$ cat src/rtl/menu_navigator_if.sv
`default_nettype none
// ============================================================================
//  Module      : menu_navigator_if
//  Description : Bundle of the menu front-end signals. It carries the raw
//                buttons and the renderer vsync into the navigator, and the
//                highlight index and the event pulses out of it.
//                master : drives buttons/vsync, observes results (board/bench)
//                slave  : the navigator itself
//  Signals     : btn_up, btn_down, btn_select, btn_back : raw buttons, active-high
//                vsync            : renderer VSYNC, pixel-clock domain
//                selected_element : highlighted row index (4 bits)
//                element_changed  : 1-cycle pulse when the index takes a new value
//                select_pulse     : 1-cycle pulse per accepted select press
//                back_pulse       : 1-cycle pulse per accepted back press
//  Revision    : 1.0 - initial release
// ============================================================================
interface menu_navigator_if;
  logic       btn_up;
  logic       btn_down;
  logic       btn_select;
  logic       btn_back;
  logic       vsync;
  logic [3:0] selected_element;
  logic       element_changed;
  logic       select_pulse;
  logic       back_pulse;

  modport master (
    output btn_up, btn_down, btn_select, btn_back, vsync,
    input  selected_element, element_changed, select_pulse, back_pulse
  );

  modport slave (
    input  btn_up, btn_down, btn_select, btn_back, vsync,
    output selected_element, element_changed, select_pulse, back_pulse
  );
endinterface
`default_nettype wire

$ cat src/rtl/menu_navigator.sv
`default_nettype none
// ============================================================================
//  Module      : menu_navigator
//  Description : Menu input front-end. Synchronises and debounces four push
//                buttons, adds auto-repeat to up/down, and steps the
//                highlighted row only at a vsync rising edge, so the rendered
//                highlight never changes mid-frame. Select/back leave as
//                immediate one-cycle pulses.
//  Ports       : clk        - pixel clock (shared with the renderer)
//                reset      - synchronous, active-high
//                navigation - menu_navigator_if.slave (buttons, vsync in;
//                             selected_element, element_changed,
//                             select_pulse, back_pulse out)
//  Revision    : 1.0 - initial release
// ============================================================================
module menu_navigator #(
  parameter int NUM_ELEMENTS    = 3,
  parameter int DEBOUNCE_CYCLES = 250000,
  parameter int REPEAT_DELAY    = 12500000,
  parameter int REPEAT_PERIOD   = 2500000
) (
  input  wire logic       clk,
  input  wire logic       reset,
  menu_navigator_if.slave navigation
);

  localparam int              DB_W      = $clog2(DEBOUNCE_CYCLES + 1);
  localparam logic [DB_W-1:0] DB_MAX    = DB_W'(DEBOUNCE_CYCLES);
  localparam int              RP_W      = $clog2(REPEAT_DELAY + 1);
  localparam logic [RP_W-1:0] RP_DELAY  = RP_W'(REPEAT_DELAY);
  // After a repeat fires, the counter is rewound so it hits RP_DELAY again
  // exactly REPEAT_PERIOD cycles later; one comparator serves both intervals.
  localparam logic [RP_W-1:0] RP_RELOAD = RP_W'(REPEAT_DELAY - REPEAT_PERIOD + 1);
  localparam logic [3:0]      LAST_IDX  = 4'(NUM_ELEMENTS - 1);

  // Button order: 0 up, 1 down, 2 select, 3 back
  logic [3:0] btn_raw;
  logic [3:0] press;   // registered rising edge of each debounced level
  logic [1:0] held;    // debounced level of up/down, gates auto-repeat
  logic [1:0] move_evt;

  assign btn_raw = {navigation.btn_back, navigation.btn_select,
                    navigation.btn_down, navigation.btn_up};

  // --------------------------------------------------------------------------
  // Per-button synchroniser, debouncer and press detector
  // --------------------------------------------------------------------------
  for (genvar gi = 0; gi < 4; gi++) begin : g_btn
    logic            sync1_q, sync2_q;
    logic            stable_q, stable_d;
    logic            press_q, press_d;
    logic [DB_W-1:0] cnt_q, cnt_d;

    // The flip is taken on the cycle after the counter has reached
    // DEBOUNCE_CYCLES, whatever the input is doing at that moment.
    always_comb begin
      stable_d = stable_q;
      cnt_d    = cnt_q;
      if (cnt_q == DB_MAX) begin
        stable_d = ~stable_q;
        cnt_d    = '0;
      end else if (sync2_q == stable_q) begin
        cnt_d    = '0;
      end else begin
        cnt_d    = cnt_q + 1'b1;
      end
      press_d = stable_d & ~stable_q;
    end

    always_ff @(posedge clk) begin
      if (reset) begin
        sync1_q  <= 1'b0;
        sync2_q  <= 1'b0;
        stable_q <= 1'b0;
        cnt_q    <= '0;
        press_q  <= 1'b0;
      end else begin
        sync1_q  <= btn_raw[gi];
        sync2_q  <= sync1_q;
        stable_q <= stable_d;
        cnt_q    <= cnt_d;
        press_q  <= press_d;
      end
    end

    assign press[gi] = press_q;

    if (gi < 2) begin : g_held
      assign held[gi] = stable_q;
    end
  end

  // --------------------------------------------------------------------------
  // Auto-repeat for up/down. rep_q counts cycles since the press (0 = idle).
  // --------------------------------------------------------------------------
  for (genvar gr = 0; gr < 2; gr++) begin : g_rep
    logic [RP_W-1:0] rep_q, rep_d;
    logic            rep_hit;

    always_comb begin
      rep_hit = held[gr] && (rep_q == RP_DELAY);
      rep_d   = rep_q;
      if (!held[gr]) begin
        rep_d = '0;
      end else if (press[gr]) begin
        rep_d = RP_W'(1);
      end else if (rep_hit) begin
        rep_d = RP_RELOAD;
      end else if (rep_q != '0) begin
        rep_d = rep_q + 1'b1;
      end
    end

    always_ff @(posedge clk) begin
      if (reset) begin
        rep_q <= '0;
      end else begin
        rep_q <= rep_d;
      end
    end

    assign move_evt[gr] = press[gr] | rep_hit;
  end

  // Simultaneous up and down cancel each other.
  logic up_evt, dn_evt;
  assign up_evt = move_evt[0] & ~move_evt[1];
  assign dn_evt = move_evt[1] & ~move_evt[0];

  // --------------------------------------------------------------------------
  // Frame-synchronous index update
  // --------------------------------------------------------------------------
  logic       vsync_q, vsync_prev_q;
  logic       frame_rise;
  logic       pend_valid_q, pend_valid_d;
  logic       pend_dir_q, pend_dir_d;      // 1 = down, 0 = up
  logic [3:0] sel_q, sel_d;
  logic       changed_q, changed_d;
  logic       select_pulse_q, select_pulse_d;
  logic       back_pulse_q, back_pulse_d;

  assign frame_rise = vsync_q & ~vsync_prev_q;

  always_comb begin
    pend_valid_d = pend_valid_q;
    pend_dir_d   = pend_dir_q;
    sel_d        = sel_q;
    changed_d    = 1'b0;

    if (frame_rise) begin
      if (pend_valid_q) begin
        changed_d = 1'b1;
        if (pend_dir_q) begin
          sel_d = (sel_q == LAST_IDX) ? 4'd0 : sel_q + 4'd1;
        end else begin
          sel_d = (sel_q == 4'd0) ? LAST_IDX : sel_q - 4'd1;
        end
      end
      pend_valid_d = 1'b0;
    end

    // Loaded after the apply above, so an event coinciding with the frame
    // edge waits for the next frame and the newest move always wins.
    if (up_evt || dn_evt) begin
      pend_valid_d = 1'b1;
      pend_dir_d   = dn_evt;
    end

    // Back has priority over select when both are pressed together.
    select_pulse_d = press[2] & ~press[3];
    back_pulse_d   = press[3];
  end

  always_ff @(posedge clk) begin
    if (reset) begin
      vsync_q        <= 1'b0;
      vsync_prev_q   <= 1'b0;
      pend_valid_q   <= 1'b0;
      pend_dir_q     <= 1'b0;
      sel_q          <= 4'd0;
      changed_q      <= 1'b0;
      select_pulse_q <= 1'b0;
      back_pulse_q   <= 1'b0;
    end else begin
      vsync_q        <= navigation.vsync;
      vsync_prev_q   <= vsync_q;
      pend_valid_q   <= pend_valid_d;
      pend_dir_q     <= pend_dir_d;
      sel_q          <= sel_d;
      changed_q      <= changed_d;
      select_pulse_q <= select_pulse_d;
      back_pulse_q   <= back_pulse_d;
    end
  end

  assign navigation.selected_element = sel_q;
  assign navigation.element_changed  = changed_q;
  assign navigation.select_pulse     = select_pulse_q;
  assign navigation.back_pulse       = back_pulse_q;

endmodule
`default_nettype wire

$ cat src/flat_wrapper.sv
// flat-port wrapper written by rule: the top's interface ports become plain ports
module menu_navigator_flat 
#(
  parameter int NUM_ELEMENTS    = 3,
  parameter int DEBOUNCE_CYCLES = 250000,
  parameter int REPEAT_DELAY    = 12500000,
  parameter int REPEAT_PERIOD   = 2500000
)
  (clk, reset, navigation_btn_up, navigation_btn_down, navigation_btn_select, navigation_btn_back, navigation_vsync, navigation_selected_element, navigation_element_changed, navigation_select_pulse, navigation_back_pulse);
  menu_navigator_if navigation_i ();
  input  wire logic clk;
  input  wire logic reset;
  input wire logic [$bits(navigation_i.btn_up)-1:0] navigation_btn_up;
  input wire logic [$bits(navigation_i.btn_down)-1:0] navigation_btn_down;
  input wire logic [$bits(navigation_i.btn_select)-1:0] navigation_btn_select;
  input wire logic [$bits(navigation_i.btn_back)-1:0] navigation_btn_back;
  input wire logic [$bits(navigation_i.vsync)-1:0] navigation_vsync;
  output wire logic [$bits(navigation_i.selected_element)-1:0] navigation_selected_element;
  output wire logic [$bits(navigation_i.element_changed)-1:0] navigation_element_changed;
  output wire logic [$bits(navigation_i.select_pulse)-1:0] navigation_select_pulse;
  output wire logic [$bits(navigation_i.back_pulse)-1:0] navigation_back_pulse;
  assign navigation_i.btn_up = navigation_btn_up;
  assign navigation_i.btn_down = navigation_btn_down;
  assign navigation_i.btn_select = navigation_btn_select;
  assign navigation_i.btn_back = navigation_btn_back;
  assign navigation_i.vsync = navigation_vsync;
  assign navigation_selected_element = navigation_i.selected_element;
  assign navigation_element_changed = navigation_i.element_changed;
  assign navigation_select_pulse = navigation_i.select_pulse;
  assign navigation_back_pulse = navigation_i.back_pulse;
  menu_navigator #(.NUM_ELEMENTS(NUM_ELEMENTS), .DEBOUNCE_CYCLES(DEBOUNCE_CYCLES), .REPEAT_DELAY(REPEAT_DELAY), .REPEAT_PERIOD(REPEAT_PERIOD)) u_core (.clk(clk), .reset(reset), .navigation(navigation_i));
endmodule
$ cat config.mk
export PLATFORM = sky130hd
export DESIGN_NAME = menu_navigator_flat
export DESIGN_NICKNAME = d
export VERILOG_FILES = /design/src/rtl/menu_navigator_if.sv /design/src/rtl/menu_navigator.sv /design/src/flat_wrapper.sv
export SDC_FILE = /design/constraint.sdc
export NUM_CORES = 1
export LEC_CHECK = 0
export BUFFER_PORTS_ARGS = -buffer_cell sky130_fd_sc_hd__buf_4
export CAP_MARGIN = 20
export CORE_ASPECT_RATIO = 0.7
export CORE_MARGIN = 5
export CORE_UTILIZATION = 25
export CTS_CLUSTER_SIZE = 12
export DETAILED_ROUTE_END_ITERATION = 16
export HOLD_SLACK_MARGIN = 0.12
export MAX_ROUTING_LAYER = met4
export PLACE_DENSITY_LB_ADDON = 0.1
export SETUP_SLACK_MARGIN = 0.15
export SLEW_MARGIN = 10
export SYNTH_ARGS = -nofsm -noshare
export SYNTH_HDL_FRONTEND = slang
export SYNTH_SLANG_ARGS = --single-unit
$ cat constraint.sdc
create_clock -name clk -period 2.2 [get_ports clk]
set_input_delay 0.44 -clock clk [delete_from_list [all_inputs] [get_ports clk]]
set_output_delay 0.44 -clock clk [all_outputs]
set_load 0.005 [all_outputs]
Yosys cells after proc, flatten, opt, wreduce, memory -nomap -nowiden --
Index checks and enable logic that the tools add are counted.
Word-level totals: register bits 147, bits in latches 0, RAM bits 0, memory bits (read-only) 0, input port bits 7, output and inout port bits 7, word-level logic and storage cells 111, memories 0
Operators by class: $add $sub $neg 8, multiply operators 0, div/mod/pow operators 0, order comparisons 0, equality and inequality tests 11, shift operators 0, mux-type cells 16, bitwise operators 19, reductions and logical operators 23
Operators by type and width (count):
- $mux W24 | 4
- $add A18 B1 Y18 const B | 4
- $eq A18 B18 Y1 const B | 4
- $add A24 B1 Y24 const B | 2
- $eq A24 B24 Y1 const B | 2
- $reduce_bool A24 Y1 | 2
- $reduce_or A3 Y1 | 6
- $mux W4 | 3
- $mux W1 | 9
- $not A1 Y1 | 9
- $and A1 B1 Y1 | 8
- $reduce_or A4 Y1 | 2
- $reduce_bool A2 Y1 | 3
- $reduce_bool A3 Y1 | 2
- $reduce_or A2 Y1 | 3
- $add A4 B1 Y4 const B | 1
- $eq A1 B1 Y1 | 4
- $eq A4 B2 Y1 const B | 1
- $logic_not A4 Y1 | 1
- $sub A4 B1 Y4 const B | 1
- $logic_and A1 B1 Y1 | 2
- $or A1 B1 Y1 | 2
- $reduce_and A2 Y1 | 1
- $logic_or A1 B1 Y1 | 1

Longest topological paths before layout --
Gate-level depths: netlist of run 1.
depth in word-level cells 7, gate-level depth with buffers 9, mapped depth without buffers 9

Worst setup path after synthesis of run 1 --
Ideal clock, no wire load.
path kind flip-flop to flip-flop, start point register u_core.g_btn[3].cnt_q[0], end point register u_core.g_btn[3].cnt_q[10], setup time 117 ps, arrival 1800 ps, data required time 2083 ps, slack 282 ps, cell stages (with the launch flop) 8, path buffers 1, period minus slack after synthesis 1918 ps, cell sequence dfxtp_1 > inv_1 > ha_1 > or4bb_1 > or3_1 > o21ai_2 > buf_2 > nor2_1
On the way: word-level cells in the longest chain between the ends 2, elaborated cells on any way between the ends 3, classes of those cells 1 x add/sub; 1 x eq/ne; 1 x reduce/logical
RTL lines:
- from (decl) | line menu_navigator.sv:52 | logic [DB_W-1:0] cnt_q, cnt_d;
- from (signal assigned) | line menu_navigator.sv:81 | cnt_q <= cnt_d;
- parallel branches: the longest is 2 deep, another holds $add A18 B1 Y18
Parallel ways; which one is timed is not known. A chain may end at the register's enable or synchronous reset.

Worst setup path after layout of run 1 --
start point register u_core.g_rep[0].rep_q[2], end point register u_core.g_rep[0].rep_q[23]
On the way: word-level cells in the longest chain between the ends 3, elaborated cells on any way between the ends 7, classes of those cells 1 x add/sub; 1 x eq/ne; 2 x mux; 3 x reduce/logical
RTL lines:
- from (decl) | line menu_navigator.sv:97 | logic [RP_W-1:0] rep_q, rep_d;
- from (signal assigned) | line menu_navigator.sv:118 | rep_q <= rep_d;
- $add A24 B1 Y24 / $eq A24 B24 Y1 (equally long branches) | line menu_navigator.sv:110, menu_navigator.sv:101
- $mux W24 / $logic_and A1 B1 Y1 (equally long branches) | line menu_navigator.sv:109, menu_navigator.sv:101
- $mux W24 / $reduce_bool A2 Y1 (equally long branches)
Several ways; a longest one is shown, not always the timed one. The select of a mux whose other input is x is not followed.

==> results of run 1 <==
## stage by stage
step / utilization (%) / hold WS (ns) / instance area [sq um] / setup WS [ns]
3_3_place_gp: 28.07 / 0.4245 / 7569 / 0.2259
4_1_cts: 30.51 / 0.2402 / 8227 / 0.2056
2_1_floorplan: - / 0.3885 / 6898 / 0.2825
3_5_place_dp: 28.07 / 0.4284 / 7569 / 0.2263
6_report: 30.71 / 0.2584 / 8282 / 0.2537
5_1_grt: 30.71 / 0.2478 / 8282 / 0.1230
## cells by family (layout without fill, tap and decap cells)
family | Yosys count | after routing
XOR/XNOR | 81 | 81
AO/OA/AOI/OAI | 95 | 95
adder cells (fa/ha/maj) | 21 | 21
flip-flops | 147 | 147
multiplexers | 4 | 4
buffers and inverters | 65 | 115
AND/OR/NAND/NOR | 386 | 386
## critical path, stage by stage (launching register included)
cell	delay (ns)
dfxtp_1	0.43
nand3_2	0.16
or4_4	0.62
or4_1	0.51
a21oi_1	0.14
## final cells by class
type                    count  area [sq um]
clock buffers              21         480.5
clock inverters            10         177.7
fillers                  2827         18680
inverters                  39         146.4
multi-input cells         587          3727
flip-flops and latches    147          2944
well taps                 364         455.4
repair buffers             45         350.3
## placed cells by master (no fill, tap or decap), types with 4 or more instances in the layout
| cell | instances |
|---|---|
| or2_2 | 7 |
| ha_1 | 21 |
| nand3b_1 | 7 |
| dfxtp_1 | 146 |
| or3_1 | 16 |
| bufinv_16 | 5 |
| nor2_1 | 107 |
| or4_1 | 16 |
| o211ai_1 | 4 |
| clkinv_2 | 4 |
| and3_1 | 10 |
| clkbuf_16 | 17 |
| nand2_1 | 42 |
| inv_1 | 39 |
| nand3_1 | 47 |
| nor2b_1 | 14 |
| nor3_1 | 22 |
| buf_4 | 44 |
| xnor2_1 | 49 |
| nand4_1 | 30 |
| a21oi_1 | 42 |
| and4_1 | 7 |
| o31ai_1 | 13 |
| o21ai_0 | 17 |
| nor4_1 | 33 |
| clkbuf_8 | 4 |
| xor2_1 | 32 |
## metal layers
metal	vias to the layer above	global-route usage (%)
li1	2920	-
met5	-	-
met2	73	13.71
met4	0	2.934
met3	8	2.817
met1	2567	16.41
## power by group
part	total [mW]	internal, mW	switching (mW)	leakage, nW
Sequential	2.68	2.67	0.00553	1.19
Combinational	0.0588	0.0247	0.0341	0.983
Clock	3.23	2.12	1.11	0.325
## what timing repair did
item | in CTS | in global routing
setup buffers | 0 | 3
gates resized for setup | 0 | 7
setup endpoints to repair | 0 | 18
## path summary, 6_finish.rpt
check             cells after the start                      from  slack, ns                        endpoint
setup reg to reg                      4  u_core.g_rep[0].rep_q[2]       0.25       u_core.g_rep[0].rep_q[23]
hold / removal                        2          navigation_vsync       0.26                  u_core.vsync_q
hold reg to reg                       1       u_core.back_pulse_d       0.43  u_core.navigation.select_pulse
setup / recovery                      4  u_core.g_rep[0].rep_q[2]       0.25       u_core.g_rep[0].rep_q[23]
## flip-flops by register name (all words and copies together), names as in the netlist
register,count
u_core.g_btn.cnt_q,72
u_core.g_rep.rep_q,48
u_core.g_btn.stable_q,4
u_core.g_btn.sync1_q,4
u_core.g_btn.sync2_q,4
u_core.navigation.selected_element,4
u_core.g_btn.press_q,3
u_core.back_pulse_d,1
u_core.navigation.back_pulse,1
u_core.navigation.element_changed,1
u_core.navigation.select_pulse,1
u_core.pend_dir_q,1
u_core.pend_valid_q,1
u_core.vsync_prev_q,1
u_core.vsync_q,1
==> metrics.md, run 1 <==
| Metric | Value |
|---|---|
| Status | `finished, final reports clean` |
| Final Power | `5.967 mW` |
| Vias in the first global route | `5074` |
| Clock skew | `0.01354 ns` |
| Synthesis-stage register bit count | `147` |
| H-tree levels | `4` |
| Syn Inst Count | `799` |
| Antenna violations before repair | `0` |
| Clock transition at the registers of the reported paths | `0.06 ns` |
| Ys flop type | `dfxtp_1` |
| Starting Density | `25.58%` |
| Commonest cells in the netlist | `147 x dfxtp_1, 107 x nor2_1, 49 x xnor2_1` |
| CP Data Required Time | `2.55 ns` |
| Setup-failing EPs final | `0` |
| Routed vias/inst | `4.590` |
| Minimum clock period | `1.946 ns` |
| Synth async-reset ratio | `0%` |
| Mapped Avg Cell Area | `8.633 sq um` |
| Core footprint | `26960 sq um` |
| Area grow syn2layout | `20.06%` |
| Startpoint Class | `register` |
| Die ar. | `31070 sq um` |
| Syn. warnings | `0` |
| CTS tree | `done` |
| DR iter-0 viols | `298` |
| Chip height | `149.0 microns` |
| Max Fclk | `513.8 MHz` |
| XOR/XNOR Fraction of Synth Area | `10.28%` |
| Final Hold Viols | `0` |
| DRT met1 WL | `9.211 mm` |
| Diode count | `0` |
| DP Cell Count | `1179` |
| Slew HR | `61.47%` |
| Worst-Skew Late Latency | `0.42 ns` |
| EDFF count, synth | `0` |
| RSZ-0062 raised after global routing | `yes` |
| Final Non-Filler Cells | `1213` |
| Pin slew with the least headroom to its limit | `0.5780 ns` |
| Synth Area in Compound Gates | `8.816%` |
| Slew Viols, Final | `0` |
| Average wire per standard cell | `12.95 microns` |
| Crit Path Class | `reg -> reg` |
| Vias | `5568` |
| Leak Pwr | `2.495 nW` |
| Largest family of logic cells by synthesized area | `simple AND/OR/NAND/NOR gates` |
| RD Place Congestion | `0.7673` |
| Cts hold-fix bufs | `0` |
| Dominant cell type by area after synthesis | `dfxtp_1` |
| Pre-antenna DRT Iters | `6` |
| Syn_nets | `827` |
| Area contributors post-synth | `dfxtp_1 43%, xnor2_1 6.2%, nor2_1 5.8%` |
| Clock Tree Buf Depth | `2` |
| Post-Synth Simple-Gate Area | `30.07%` |
| Die X | `208.5 microns` |
| Final WL | `15.71 mm` |
| Max Cap Viol | `0` |
| Post-DRT Antenna Nets | `0` |
| Post-layout net count | `865` |
| PD cells | `720.5 nW/um^2` |
| Hold WC Path Type | `in -> reg` |
| Largest net degree at the start of global routing | `25` |
| DRC viols | `0` |
| Layout cell share with drive strength beyond 1 | `12.01%` |
| Global-route wire length before repair | `26.81 mm` |
| CP max FO | `10` |
| Total GRT Usage | `10.78%` |
| Peak supply drop | `456.3 uV` |
| Cell Area, Synth | `6898 sq um` |
| CP Capture Type | `register` |
| Synth cell types | `54` |
| Routed wl met3 | `502 microns` |
| Multiplexer share of the synthesized area | `0.5986%` |
| Gr ovfl total | `0` |
| DP HPWL | `11.18 mm` |
| Cell row count | `50` |
| Area share of the largest cell type after synthesis | `42.66%` |
| Final critical-path share of the clock period | `88.47%` |
| Root Buffer | `clkbuf_16` |
| Setup TNS | `0 ns` |
| Total CTS buffers | `17` |
| Metal2 WL | `5.843 mm` |
| Port bufs | `13` |
| # IOs | `14` |
| Synth Area in Adders | `3.809%` |
| Clock sink total | `147` |
| Crit path DAT | `2.29 ns` |
| Most common cell in the netlist | `dfxtp_1` |
| Register area share after synthesis | `42.66%` |
| Top sig layer | `met4` |
(Power assumes the default switching activity.)
==> run 2, diff against run 1 <==
- REMOVE_ABC_BUFFERS: not set -> 1
==> run 2 against run 1 <==
Final cell count is 0.33% higher. Critical path depth did not move. Sequential share of layout area increased by 0.20 points. Power decreased by 3.0%. First-iteration DRC count shrank 5.4%. Register-to-register slack about the same. Core utilization is 0.11 points lower. Sequential power barely moved. Critical path type unchanged. Critical endpoint unchanged.
==> metrics.md, run 2 (same netlist as run 1, synthesis figures left out) <==
| Metric | Value |
|---|---|
| Max Cap Viol | `0` |
| Final Instance Area | `8253 sq um` |
| Final Hold Viols | `0` |
| Setup-failing EPs final | `0` |
| Post-DRT Antenna Nets | `0` |
| Slew HR | `64.32%` |
| Clock transition at the registers of the reported paths | `0.07 ns` |
| FF+latch area | `2950 sq um` |
| Crit path largest cell delay | `0.61 ns` |
| Reg2reg path depth | `4` |
| DP HPWL | `10.99 mm` |
| Setup TNS | `0 ns` |
| Chip height | `149.0 microns` |
| Hold Slack | `0.2344 ns` |
| Commonest non-fill, non-tap cell in the layout | `dfxtp_1` |
| Final WL | `15.58 mm` |
| Global-route wire length before repair | `26.09 mm` |
| CP Data Required Time | `2.56 ns` |
| Slew Viols, Final | `0` |
| Slowest-stage cell, CP | `or4_4` |
| Clock sink total | `147` |
| Gr ovfl total | `0` |
| Clock share of power | `52.8%` |
| Largest regs | `u_core.g_btn.cnt_q: 72 flops, u_core.g_rep.rep_q: 48 flops` |
| Total CTS buffers | `17` |
| Die X | `208.5 microns` |
| Pin slew with the least headroom to its limit | `0.5303 ns` |
| Antenna violations before repair | `0` |
| Minimum clock period | `1.942 ns` |
| # IOs | `14` |
| Startpoint Class | `register` |
| Hold_sp | `reset` |
| Layout cell share with drive strength beyond 1 | `12.78%` |
| CP max FO | `6` |
| Final Power | `5.786 mW` |
| Worst flop-to-flop path startpoint | `u_core.g_rep[0].rep_q[7]` |
| Setup ws final | `0.2583 ns` |
| Final critical-path share of the clock period | `88.26%` |
| Largest register FFs | `72` |
| Total GRT Usage | `10.58%` |
| Hold depth | `2` |
| Average wire per standard cell | `12.80 microns` |
| Routed vias/inst | `4.501` |
| CTS tree | `done` |
| Clock skew | `0.008459 ns` |
| P_int | `4.496 mW` |
| Post-layout net count | `868` |
| Worst-Skew Late Latency | `0.43 ns` |
| R2r setup slk | `0.26 ns` |
| Vias | `5478` |
| Largest net degree at the start of global routing | `21` |
| Reg2reg end | `u_core.g_rep[0].rep_q[23]` |
| Vias in the first global route | `5041` |
| Port bufs | `13` |
| Root Buffer | `clkbuf_16` |
| Fill cells | `2798` |
| Dpl cell area | `7584 sq um` |
| Cell Chain, Critical Path | `nand4_1, or4_4, or4_1, a21oi_1` |
| Most frequent cells in the layout | `141 x dfxtp_1, 107 x nor2_1, 49 x xnor2_1` |
| Switching share of power | `22.30%` |
| Pre-antenna DRT Iters | `4` |
| Diode count | `0` |
| PD cells | `701.1 nW/um^2` |
| Largest Register | `u_core.g_btn.cnt_q` |
| Area of the multi-input gates | `3720 sq um` |
| RD Place Congestion | `0.7922` |
| H-tree levels | `4` |
| Worst slack, placed | `0.2109 ns` |
| Hold Path End | `u_core.g_btn[0].sync1_q` |
| Flop pwr share | `46.3%` |
| Leak Pwr | `2.473 nW` |
| Max Fclk | `515.0 MHz` |
| Peak supply drop | `496.6 uV` |
| Clock Tree Buf Depth | `2` |
| CP Capture Type | `register` |
| RSZ-0062 raised after global routing | `no` |
| Status | `finished, final reports clean` |
| DR iter-0 viols | `282` |
| Cell row count | `50` |
| Hold WC Path Type | `in -> reg` |
| Starting Density | `25.58%` |
| Crit path DAT | `2.30 ns` |
| DRC viols | `0` |
| Die ar. | `31070 sq um` |
| Core footprint | `26960 sq um` |
| Area grow syn2layout | `19.64%` |
| Crit Path Class | `reg -> reg` |
| NetSw | `1.290 mW` |
| Combinational Power Share | `1.0%` |
==> run 2: changes by cell type in the layout (fill, tap and decap cells not counted), sizes merged <==
cell and delta:
buf +3, clkbuf -3, inv +3, bufinv -2
clkinvlp +2, clkinv +1
==> run 2: routing by layer <==
layer / GRT usage, % / vias to the layer above / wire length (microns)
met5: - / - / 0
met4: 3.978 / 0 / 245
met3: 2.691 / 17 / 397
met2: 13.92 / 61 / 6105
met1: 15.36 / 2485 / 8835
li1: - / 2915 / -
==> run 2: worst max path at each step <==
stage,from,to,slack (ns),cells past startpoint
finish,u_core.g_rep[0].rep_q[7],u_core.g_rep[0].rep_q[23],0.26,4
global route,u_core.g_rep[0].rep_q[7],u_core.g_rep[0].rep_q[23],0.15,4
CTS,u_core.g_rep[0].rep_q[0],u_core.g_rep[0].rep_q[22],0.18,5
detailed placement,u_core.g_rep[0].rep_q[0],u_core.g_rep[0].rep_q[22],0.21,5
global placement,u_core.g_rep[0].rep_q[0],u_core.pend_dir_q,0.25,8
floorplan,u_core.g_btn[0].cnt_q[13],u_core.g_btn[0].cnt_q[10],0.27,4
==> run 2: power groups by stage <==
stage / Sequential [mW] / Clock [mW] / Combinational (mW)
CTS: 2.68 / 3.17 / 0.0582
global placement: 2.74 / 0 / 0.0591
global route: 2.68 / 3.26 / 0.0631
floorplan: 2.74 / 0 / 0.0230
detailed placement: 2.74 / 0 / 0.0580
finish: 2.68 / 3.05 / 0.0567
==> run 2: timing repair <==
item                       in CTS  in global routing
setup endpoints to repair       0                 12
buffers inserted                0                  4
resized for setup               0                 11
hold buffers                    0                  0
==> run 2: area by class of cell <==
type	instances	share of cell area, %
clock buffers	18	5.200
flip-flops and latches	147	35.75
inverters	39	1.774
well taps	364	5.518
repair buffers	48	4.518
clock inverters	14	2.168
multi-input cells	587	45.07
==> run 2: critical path, delay by kind of cell (launching register included) <==
kind | cells | cell delay (ns)
DFF | 1 | 0.42
and+or+nand+nor | 3 | 1.30
AOI/OAI and AO/OA | 1 | 0.14
==> run 2: per-stage QoR <==
step | std cells | util (%)
after CTS | 1213 | 30.38
after detailed placement | 1181 | 28.13
after floorplan | 773 | -
after global placement | 1181 | 28.13
after global routing | 1217 | 30.61
final | 1217 | 30.61
